## src/rtl/obi_ahb_bridge_pkg.sv

```systemverilog
// Shared AHB-Lite encodings and bridge FSM states used by the OBI-to-AHB bridge
// and its beat splitter.
package ahb_pkg;

  typedef enum logic [1:0] {
    HTRANS_IDLE   = 2'b00,
    HTRANS_BUSY   = 2'b01,
    HTRANS_NONSEQ = 2'b10,
    HTRANS_SEQ    = 2'b11
  } htrans_t;

  typedef enum logic [2:0] {
    HSIZE_BYTE  = 3'd0,
    HSIZE_HALF  = 3'd1,
    HSIZE_WORD  = 3'd2,
    HSIZE_DWORD = 3'd3
  } hsize_t;

  typedef enum logic [2:0] {
    ST_IDLE,
    ST_XFER,
    ST_LAST,
    ST_ERR2,
    ST_RESP
  } bridgeState_t;

  localparam logic [2:0] HBURST_SINGLE = 3'b000;

endpackage

```

## src/rtl/obi_ahb_bridge_if.sv

```systemverilog
// Core-side request/response signals plus the AHB-Lite master bus, seen from the
// bridge (master modport) or from the surrounding core and slave (slave modport).
interface obi_ahb_bridge_if #(
  parameter int ADDR_WIDTH = 32,
  parameter int DATA_WIDTH = 32
);
  import ahb_pkg::*;

  localparam int NB = DATA_WIDTH / 8;

  logic                  req_i;
  logic                  we_i;
  logic [NB-1:0]         be_i;
  logic [ADDR_WIDTH-1:0] addr_i;
  logic [DATA_WIDTH-1:0] wdata_i;
  logic                  gnt_o;
  logic                  rvalid_o;
  logic [DATA_WIDTH-1:0] rdata_o;
  logic                  err_o;

  logic                  hsel_o;
  logic [ADDR_WIDTH-1:0] haddr_o;
  logic [DATA_WIDTH-1:0] hwdata_o;
  logic                  hwrite_o;
  hsize_t                hsize_o;
  logic [2:0]            hburst_o;
  logic [3:0]            hprot_o;
  htrans_t               htrans_o;
  logic                  hmastlock_o;
  logic                  hready_o;
  logic [DATA_WIDTH-1:0] hrdata_i;
  logic                  hreadyout_i;
  logic                  hresp_i;

  modport master (
    input  req_i, we_i, be_i, addr_i, wdata_i,
    output gnt_o, rvalid_o, rdata_o, err_o,
    output hsel_o, haddr_o, hwdata_o, hwrite_o, hsize_o, hburst_o, hprot_o,
    output htrans_o, hmastlock_o, hready_o,
    input  hrdata_i, hreadyout_i, hresp_i
  );

  modport slave (
    output req_i, we_i, be_i, addr_i, wdata_i,
    input  gnt_o, rvalid_o, rdata_o, err_o,
    input  hsel_o, haddr_o, hwdata_o, hwrite_o, hsize_o, hburst_o, hprot_o,
    input  htrans_o, hmastlock_o, hready_o,
    output hrdata_i, hreadyout_i, hresp_i
  );

endinterface

```

## src/rtl/obi_ahb_bridge_split.sv

```systemverilog
// Picks the next naturally aligned AHB beat out of a pending byte-lane mask:
// lowest set lane, widest aligned fully-enabled span starting there.
module be_beat_split import ahb_pkg::*; #(
  parameter int NB = 4
) (
  input  logic [NB-1:0]         pm_i,
  output logic [$clog2(NB)-1:0] offset_o,
  output hsize_t                size_o,
  output logic [NB-1:0]         mask_o
);

  localparam int OFF_W = $clog2(NB);

  int            offInt;
  int            sizeLog;
  logic [NB-1:0] span;

  // A wider span only qualifies if every narrower one did, so the last hit wins
  always_comb begin
    offInt  = 0;
    sizeLog = 0;
    span    = '0;
    mask_o  = '0;
    for (int i = NB - 1; i >= 0; i--) begin
      if (pm_i[i]) offInt = i;
    end
    for (int j = 0; j < NB; j++) begin
      if (j == offInt) mask_o[j] = 1'b1;
    end
    for (int k = 1; (1 << k) <= NB; k++) begin
      span = '0;
      for (int j = 0; j < NB; j++) begin
        if (j >= offInt && j < offInt + (1 << k)) span[j] = 1'b1;
      end
      if ((offInt % (1 << k)) == 0 && (pm_i & span) == span) begin
        sizeLog = k;
        mask_o  = span;
      end
    end
    offset_o = OFF_W'(offInt);
    size_o   = hsize_t'(3'(sizeLog));
  end

endmodule

```

## src/rtl/obi_ahb_bridge.sv

```systemverilog
// OBI (req/gnt/rvalid) to AHB-Lite master bridge: one outstanding request, split
// into aligned single beats with pipelined address/data and two-cycle ERROR handling.
module obi_ahb_bridge import ahb_pkg::*; #(
  parameter int         ADDR_WIDTH = 32,
  parameter int         DATA_WIDTH = 32,
  parameter logic [3:0] HPROT_VAL  = 4'b0011
) (
  input logic              clk,
  input logic              rst,
  obi_ahb_bridge_if.master bus
);

  localparam int NB    = DATA_WIDTH / 8;
  localparam int OFF_W = $clog2(NB);

  bridgeState_t                state_q, state_d;
  logic [ADDR_WIDTH-OFF_W-1:0] addrHi_q, addrHi_d;
  logic                        we_q, we_d;
  logic [DATA_WIDTH-1:0]       wdata_q, wdata_d;
  logic [DATA_WIDTH-1:0]       hwdata_q, hwdata_d;
  logic [DATA_WIDTH-1:0]       rdata_q, rdata_d;
  logic [NB-1:0]               pm_q, pm_d;
  logic [NB-1:0]               dpMask_q, dpMask_d;
  logic                        dpValid_q, dpValid_d;
  logic                        err_q, err_d;

  logic [OFF_W-1:0]      beatOff;
  hsize_t                beatSize;
  logic [NB-1:0]         beatMask;
  logic [DATA_WIDTH-1:0] beatBits;
  logic [DATA_WIDTH-1:0] dpBits;
  logic [DATA_WIDTH-1:0] mergedRdata;
  logic                  hready;
  logic                  busErr;
  logic                  grant;
  logic                  addrLoUnused;

  be_beat_split #(.NB(NB)) u_split (
    .pm_i     (pm_q),
    .offset_o (beatOff),
    .size_o   (beatSize),
    .mask_o   (beatMask)
  );

  assign hready       = bus.hreadyout_i;
  assign busErr       = dpValid_q && bus.hresp_i && !bus.hreadyout_i;
  assign grant        = bus.req_i && (state_q == ST_IDLE);
  assign addrLoUnused = ^bus.addr_i[OFF_W-1:0];

  always_comb begin
    beatBits = '0;
    dpBits   = '0;
    for (int i = 0; i < NB; i++) begin
      beatBits[i*8 +: 8] = {8{beatMask[i]}};
      dpBits[i*8 +: 8]   = {8{dpMask_q[i]}};
    end
    mergedRdata = (rdata_q & ~dpBits) | (bus.hrdata_i & dpBits);
  end

  always_ff @(posedge clk) begin
    if (rst) begin
      state_q   <= ST_IDLE;
      addrHi_q  <= '0;
      we_q      <= 1'b0;
      wdata_q   <= '0;
      hwdata_q  <= '0;
      rdata_q   <= '0;
      pm_q      <= '0;
      dpMask_q  <= '0;
      dpValid_q <= 1'b0;
      err_q     <= 1'b0;
    end else begin
      state_q   <= state_d;
      addrHi_q  <= addrHi_d;
      we_q      <= we_d;
      wdata_q   <= wdata_d;
      hwdata_q  <= hwdata_d;
      rdata_q   <= rdata_d;
      pm_q      <= pm_d;
      dpMask_q  <= dpMask_d;
      dpValid_q <= dpValid_d;
      err_q     <= err_d;
    end
  end

  always_comb begin
    state_d   = state_q;
    addrHi_d  = addrHi_q;
    we_d      = we_q;
    wdata_d   = wdata_q;
    hwdata_d  = hwdata_q;
    rdata_d   = rdata_q;
    pm_d      = pm_q;
    dpMask_d  = dpMask_q;
    dpValid_d = dpValid_q;
    err_d     = err_q;
    unique case (state_q)
      ST_IDLE: begin
        if (grant) begin
          state_d   = ST_XFER;
          addrHi_d  = bus.addr_i[ADDR_WIDTH-1:OFF_W];
          we_d      = bus.we_i;
          wdata_d   = bus.wdata_i;
          pm_d      = (bus.be_i == '0) ? '1 : bus.be_i;
          rdata_d   = '0;
          err_d     = 1'b0;
          dpValid_d = 1'b0;
        end
      end
      // Address phase of the current beat overlaps the data phase of the previous one
      ST_XFER: begin
        if (busErr) begin
          state_d = ST_ERR2;
          err_d   = 1'b1;
        end else if (hready) begin
          if (dpValid_q && !we_q) rdata_d = mergedRdata;
          pm_d      = pm_q & ~beatMask;
          dpValid_d = 1'b1;
          dpMask_d  = beatMask;
          hwdata_d  = wdata_q & beatBits;
          if ((pm_q & ~beatMask) == '0) state_d = ST_LAST;
        end
      end
      ST_LAST: begin
        if (busErr) begin
          state_d = ST_ERR2;
          err_d   = 1'b1;
        end else if (hready) begin
          if (!we_q) rdata_d = mergedRdata;
          dpValid_d = 1'b0;
          state_d   = ST_RESP;
        end
      end
      ST_ERR2: begin
        if (hready) begin
          dpValid_d = 1'b0;
          state_d   = ST_RESP;
        end
      end
      ST_RESP: state_d = ST_IDLE;
      default: state_d = ST_IDLE;
    endcase
  end

  // NONSEQ is withdrawn in the first ERROR cycle so the pending beat is never issued
  always_comb begin
    bus.gnt_o       = grant;
    bus.rvalid_o    = (state_q == ST_RESP);
    bus.err_o       = (state_q == ST_RESP) && err_q;
    bus.rdata_o     = rdata_q;
    bus.hsel_o      = (state_q == ST_XFER) || (state_q == ST_LAST) || (state_q == ST_ERR2);
    bus.htrans_o    = (state_q == ST_XFER && !busErr) ? HTRANS_NONSEQ : HTRANS_IDLE;
    bus.haddr_o     = {addrHi_q, beatOff};
    bus.hsize_o     = beatSize;
    bus.hwrite_o    = we_q;
    bus.hwdata_o    = hwdata_q;
    bus.hburst_o    = HBURST_SINGLE;
    bus.hprot_o     = HPROT_VAL;
    bus.hmastlock_o = 1'b0;
    bus.hready_o    = hready;
  end

endmodule

```

## src/flat_wrapper.sv

```systemverilog
// flat-port wrapper written by rule: the top's interface ports become plain ports
module obi_ahb_bridge_flat import ahb_pkg::*;
#(
  parameter int         ADDR_WIDTH = 32,
  parameter int         DATA_WIDTH = 32,
  parameter logic [3:0] HPROT_VAL  = 4'b0011
)
  (clk, rst, bus_req_i, bus_we_i, bus_be_i, bus_addr_i, bus_wdata_i, bus_gnt_o, bus_rvalid_o, bus_rdata_o, bus_err_o, bus_hsel_o, bus_haddr_o, bus_hwdata_o, bus_hwrite_o, bus_hsize_o, bus_hburst_o, bus_hprot_o, bus_htrans_o, bus_hmastlock_o, bus_hready_o, bus_hrdata_i, bus_hreadyout_i, bus_hresp_i);
  obi_ahb_bridge_if #(.ADDR_WIDTH(ADDR_WIDTH), .DATA_WIDTH(DATA_WIDTH)) bus_i ();
  input logic clk;
  input logic rst;
  input wire logic [$bits(bus_i.req_i)-1:0] bus_req_i;
  input wire logic [$bits(bus_i.we_i)-1:0] bus_we_i;
  input wire logic [$bits(bus_i.be_i)-1:0] bus_be_i;
  input wire logic [$bits(bus_i.addr_i)-1:0] bus_addr_i;
  input wire logic [$bits(bus_i.wdata_i)-1:0] bus_wdata_i;
  output wire logic [$bits(bus_i.gnt_o)-1:0] bus_gnt_o;
  output wire logic [$bits(bus_i.rvalid_o)-1:0] bus_rvalid_o;
  output wire logic [$bits(bus_i.rdata_o)-1:0] bus_rdata_o;
  output wire logic [$bits(bus_i.err_o)-1:0] bus_err_o;
  output wire logic [$bits(bus_i.hsel_o)-1:0] bus_hsel_o;
  output wire logic [$bits(bus_i.haddr_o)-1:0] bus_haddr_o;
  output wire logic [$bits(bus_i.hwdata_o)-1:0] bus_hwdata_o;
  output wire logic [$bits(bus_i.hwrite_o)-1:0] bus_hwrite_o;
  output wire logic [$bits(bus_i.hsize_o)-1:0] bus_hsize_o;
  output wire logic [$bits(bus_i.hburst_o)-1:0] bus_hburst_o;
  output wire logic [$bits(bus_i.hprot_o)-1:0] bus_hprot_o;
  output wire logic [$bits(bus_i.htrans_o)-1:0] bus_htrans_o;
  output wire logic [$bits(bus_i.hmastlock_o)-1:0] bus_hmastlock_o;
  output wire logic [$bits(bus_i.hready_o)-1:0] bus_hready_o;
  input wire logic [$bits(bus_i.hrdata_i)-1:0] bus_hrdata_i;
  input wire logic [$bits(bus_i.hreadyout_i)-1:0] bus_hreadyout_i;
  input wire logic [$bits(bus_i.hresp_i)-1:0] bus_hresp_i;
  assign bus_i.req_i = bus_req_i;
  assign bus_i.we_i = bus_we_i;
  assign bus_i.be_i = bus_be_i;
  assign bus_i.addr_i = bus_addr_i;
  assign bus_i.wdata_i = bus_wdata_i;
  assign bus_gnt_o = bus_i.gnt_o;
  assign bus_rvalid_o = bus_i.rvalid_o;
  assign bus_rdata_o = bus_i.rdata_o;
  assign bus_err_o = bus_i.err_o;
  assign bus_hsel_o = bus_i.hsel_o;
  assign bus_haddr_o = bus_i.haddr_o;
  assign bus_hwdata_o = bus_i.hwdata_o;
  assign bus_hwrite_o = bus_i.hwrite_o;
  assign bus_hsize_o = bus_i.hsize_o;
  assign bus_hburst_o = bus_i.hburst_o;
  assign bus_hprot_o = bus_i.hprot_o;
  assign bus_htrans_o = bus_i.htrans_o;
  assign bus_hmastlock_o = bus_i.hmastlock_o;
  assign bus_hready_o = bus_i.hready_o;
  assign bus_i.hrdata_i = bus_hrdata_i;
  assign bus_i.hreadyout_i = bus_hreadyout_i;
  assign bus_i.hresp_i = bus_hresp_i;
  obi_ahb_bridge #(.ADDR_WIDTH(ADDR_WIDTH), .DATA_WIDTH(DATA_WIDTH), .HPROT_VAL(HPROT_VAL)) u_core (.clk(clk), .rst(rst), .bus(bus_i));
endmodule
```

## config.mk

```make
export PLATFORM = sky130hd
export DESIGN_NAME = obi_ahb_bridge_flat
export DESIGN_NICKNAME = d
export VERILOG_FILES = /design/src/rtl/obi_ahb_bridge_pkg.sv /design/src/rtl/obi_ahb_bridge_if.sv /design/src/rtl/obi_ahb_bridge_split.sv /design/src/rtl/obi_ahb_bridge.sv /design/src/flat_wrapper.sv
export SDC_FILE = /design/constraint.sdc
export NUM_CORES = 1
export LEC_CHECK = 0
export ABC_AREA = 1
export CORE_UTILIZATION = 43
export CTS_CLUSTER_SIZE = 20
export DETAILED_ROUTE_END_ITERATION = 16
export GPL_ROUTABILITY_DRIVEN = 0
export MAX_ROUTING_LAYER = met4
export PLACE_DENSITY = 0.82
export SYNTH_ARGS = -nofsm -noshare
export SYNTH_HDL_FRONTEND = slang
export SYNTH_SLANG_ARGS = --single-unit
```

## constraint.sdc

```tcl
create_clock -name clk -period 2.8 [get_ports clk]
set_clock_uncertainty 0.15 [all_clocks]
set_input_delay 0.84 -clock clk [delete_from_list [all_inputs] [get_ports clk]]
set_output_delay 0.84 -clock clk [all_outputs]
set_load 0.02 [all_outputs]
```

==> reports/metrics.cfg <==
[worst_setup_path]
start_kind=input port
path_class=input port to output pin
cp.arrival_ns=1.76
reg2reg_depth=12
cp.required_ns=1.81
cp-end-kind=output pin
crit_fanout=2

[drt]
drt-pass1-iter-count=5
vias=5293
route.detailed.drc=0
drt-vias-per-instance=4.77
drt_iter0_drc=295
drtAntennaViolNets=0
wl_um=14200
wl_per_cell_um=12.8

[clock_tree]
h-tree-depth=4
cts.sinks=140
clkTransAtPathRegs_ns=0.05
cts_setup_buffers=0
cts_made_buffers=17
root_buffer=clkbuf_16
cts_tree=done
clkLatencyLatePin_ns=0.42
cts_buffer_depth=2
hold_buffers=0

[floorplanning]
boundaryPins=221
fp.coreArea_mm2=0.0121
start_util=0.444
rows=40
fp.dieW_um=114
die_h_um=114
die_area_mm2=0.0129

[hold_path]
hold_depth=2
hold_path.class=register to register

[global_route]
grt_pass1_vias=4816
grt_pass1_wl_um=22600
grt.overflow.total=0
grt_max_degree=105
track_usage=0.228
antenna_found_initial=0

[power]
p_int_mw=4.44
swShare=0.300
powerDensity_mw_per_mm2=756
power_switching_mw=1.90
vdd_ir_drop_max_mv=0.418
combPwrFrac=0.262
leakage_nw=3.37
pwr-share-clk=0.381
p_seq_frac=0.357

[sta]
setup_viol=0
finalHoldViolCount=0
drv_slew=0
period_share=0.982
fmax_ghz=0.364
setup_tns_ns=0
slew_headroom=0.539
tightest_slew_ns=0.691
period_needed_ns=2.75
rsz0062_at_grt=true
hold_slack_ns=0.309

[logic_synthesis]
synthCells=712
synth_area_mm2=0.00537
synth_area_leaders=dfxtp_1 52%, nand2_1 15%, a21oi_1 9.8%
synth.largest_area_cell=dfxtp_1
yosys_register_bits=140
ys_seq_area_frac=0.522
synthDistinctLibCells=28
post-synth-top-area-fraction=0.522
yosysWarnings=0
syn_area_per_cell_um2=7.55

[placed_design]
place_hpwl_um=9440
port_buffers=208
placedCellCount=1077

[layout]
fin_cells=1109
num_antenna_cells=0
final_nets=1036
synthToLayoutAreaGrowth_pct=56.0
drive_gt1_frac=0.107

[status]
status=finished clean

[flow_run]
drv_cap=0

==> cell usage after synthesis, drive strengths merged <==
cell type,instances
nand2,221
dfxtp,140
a21oi,105
nor2,79
inv,40
o21ai,40
buf,30
nand3,29
clkbuf,15
conb,2
ha,2
nand4,2
nor4,2
nor3,1
nor3b,1
o211ai,1
o31ai,1
or2,1
==> final cells by class <==
| class | count | area, µm² |
|---|---|---|
| Tap cell | 168 | 210 |
| Fill cell | 980 | 3730 |
| Clock buffer | 22 | 484 |
| Timing Repair Buffer | 234 | 2340 |
| Sequential cell | 140 | 2810 |
| Multi-Input combinational cell | 495 | 2220 |
| Inverter | 40 | 165 |
| Clock inverter | 10 | 160 |
==> path summary, 6_finish.rpt <==
check	slack, ns	from	to
setup reg to reg	0.53	u_core.state_q[0]	u_core.bus.rdata_o[8]
hold / removal	0.31	u_core.wdata_q[16]	u_core.bus.hwdata_o[16]
hold reg to reg	0.31	u_core.wdata_q[16]	u_core.bus.hwdata_o[16]
setup / recovery	0.05	bus_req_i	bus_gnt_o
==> metal layers <==
metal / share of wire / vias to the layer above / global-route usage
met5: 0 / - / -
met4: 0.014 / 0 / 0.0970
met3: 0.065 / 18 / 0.0584
met2: 0.49 / 174 / 0.376
met1: 0.43 / 2413 / 0.264
li1: - / 2688 / -
==> state kept, by name (all words and copies together), names as in the netlist <==
signal               count
u_core.pm_q              4
u_core.dpMask_q          4
u_core.err_q             1
u_core.addrHi_q         30
u_core.wdata_q          32
u_core.dpValid_q         1
u_core.bus.hwdata_o     32
u_core.bus.hwrite_o      1
u_core.state_q           3
u_core.bus.rdata_o      32
==> cell usage in the layout (no fill, tap or decap), types with 3 or more instances in the layout <==
master	n
nand3_2	3
nor2_1	75
nand2_2	4
o21ai_0	29
conb_1	10
buf_12	5
nand2_4	4
clkbuf_16	17
clkinv_2	3
o21ai_1	10
clkbuf_8	4
bufinv_16	4
nand2_1	213
inv_4	6
clkdlybuf4s50_1	197
dlymetal6s2s_1	3
nand3_1	25
inv_2	13
inv_1	21
nor2_2	4
dfxtp_1	138
a21oi_1	104
dlygate4sd2_1	3
buf_4	23
==> critical path, cell delays in order <==
cell and delay, ns:
clkdlybuf4s50_1 0.49, nand2_2 0.07, inv_2 0.06, clkdlybuf4s15_1 0.30
==> power groups by stage <==
stage               logic [mW]  clock network [mW]  registers [mW]
finish                    1.66                2.42            2.26
global route              1.83                2.54            2.28
CTS                       1.63                2.45            2.26
detailed placement        1.62                   0            2.30
global placement          1.60                   0            2.29
floorplan                0.867                   0            2.39
==> per-stage QoR <==
step / util / total power, mW / setup slack, ns / instance area, µm²
global placement: 0.636 / 3.90 / -0.422 / 7700
CTS: 0.689 / 6.35 / -0.0152 / 8340
detailed placement: 0.636 / 3.92 / -0.451 / 7700
floorplan: - / 3.26 / 0.209 / 5400
finish: 0.692 / 6.34 / 0.0504 / 8380
global route: 0.692 / 6.65 / -0.0375 / 8380
==> what timing repair did <==
item / CTS / global route
pin swaps: 1 / 4
gates cloned: 0 / 0
setup endpoints to repair: 7 / 7
resized for setup: 22 / 16
==> cells by family after synthesis <==
kind of cell / count (synthesis) / share of synthesized area
simple gates: 336 / 0.256
other cells: 2 / 0.00140
buf+inv: 85 / 0.0780
fa+ha+maj: 2 / 0.00466
compound gates: 147 / 0.139
flops: 140 / 0.522
Power figures use the tool's default switching activity.
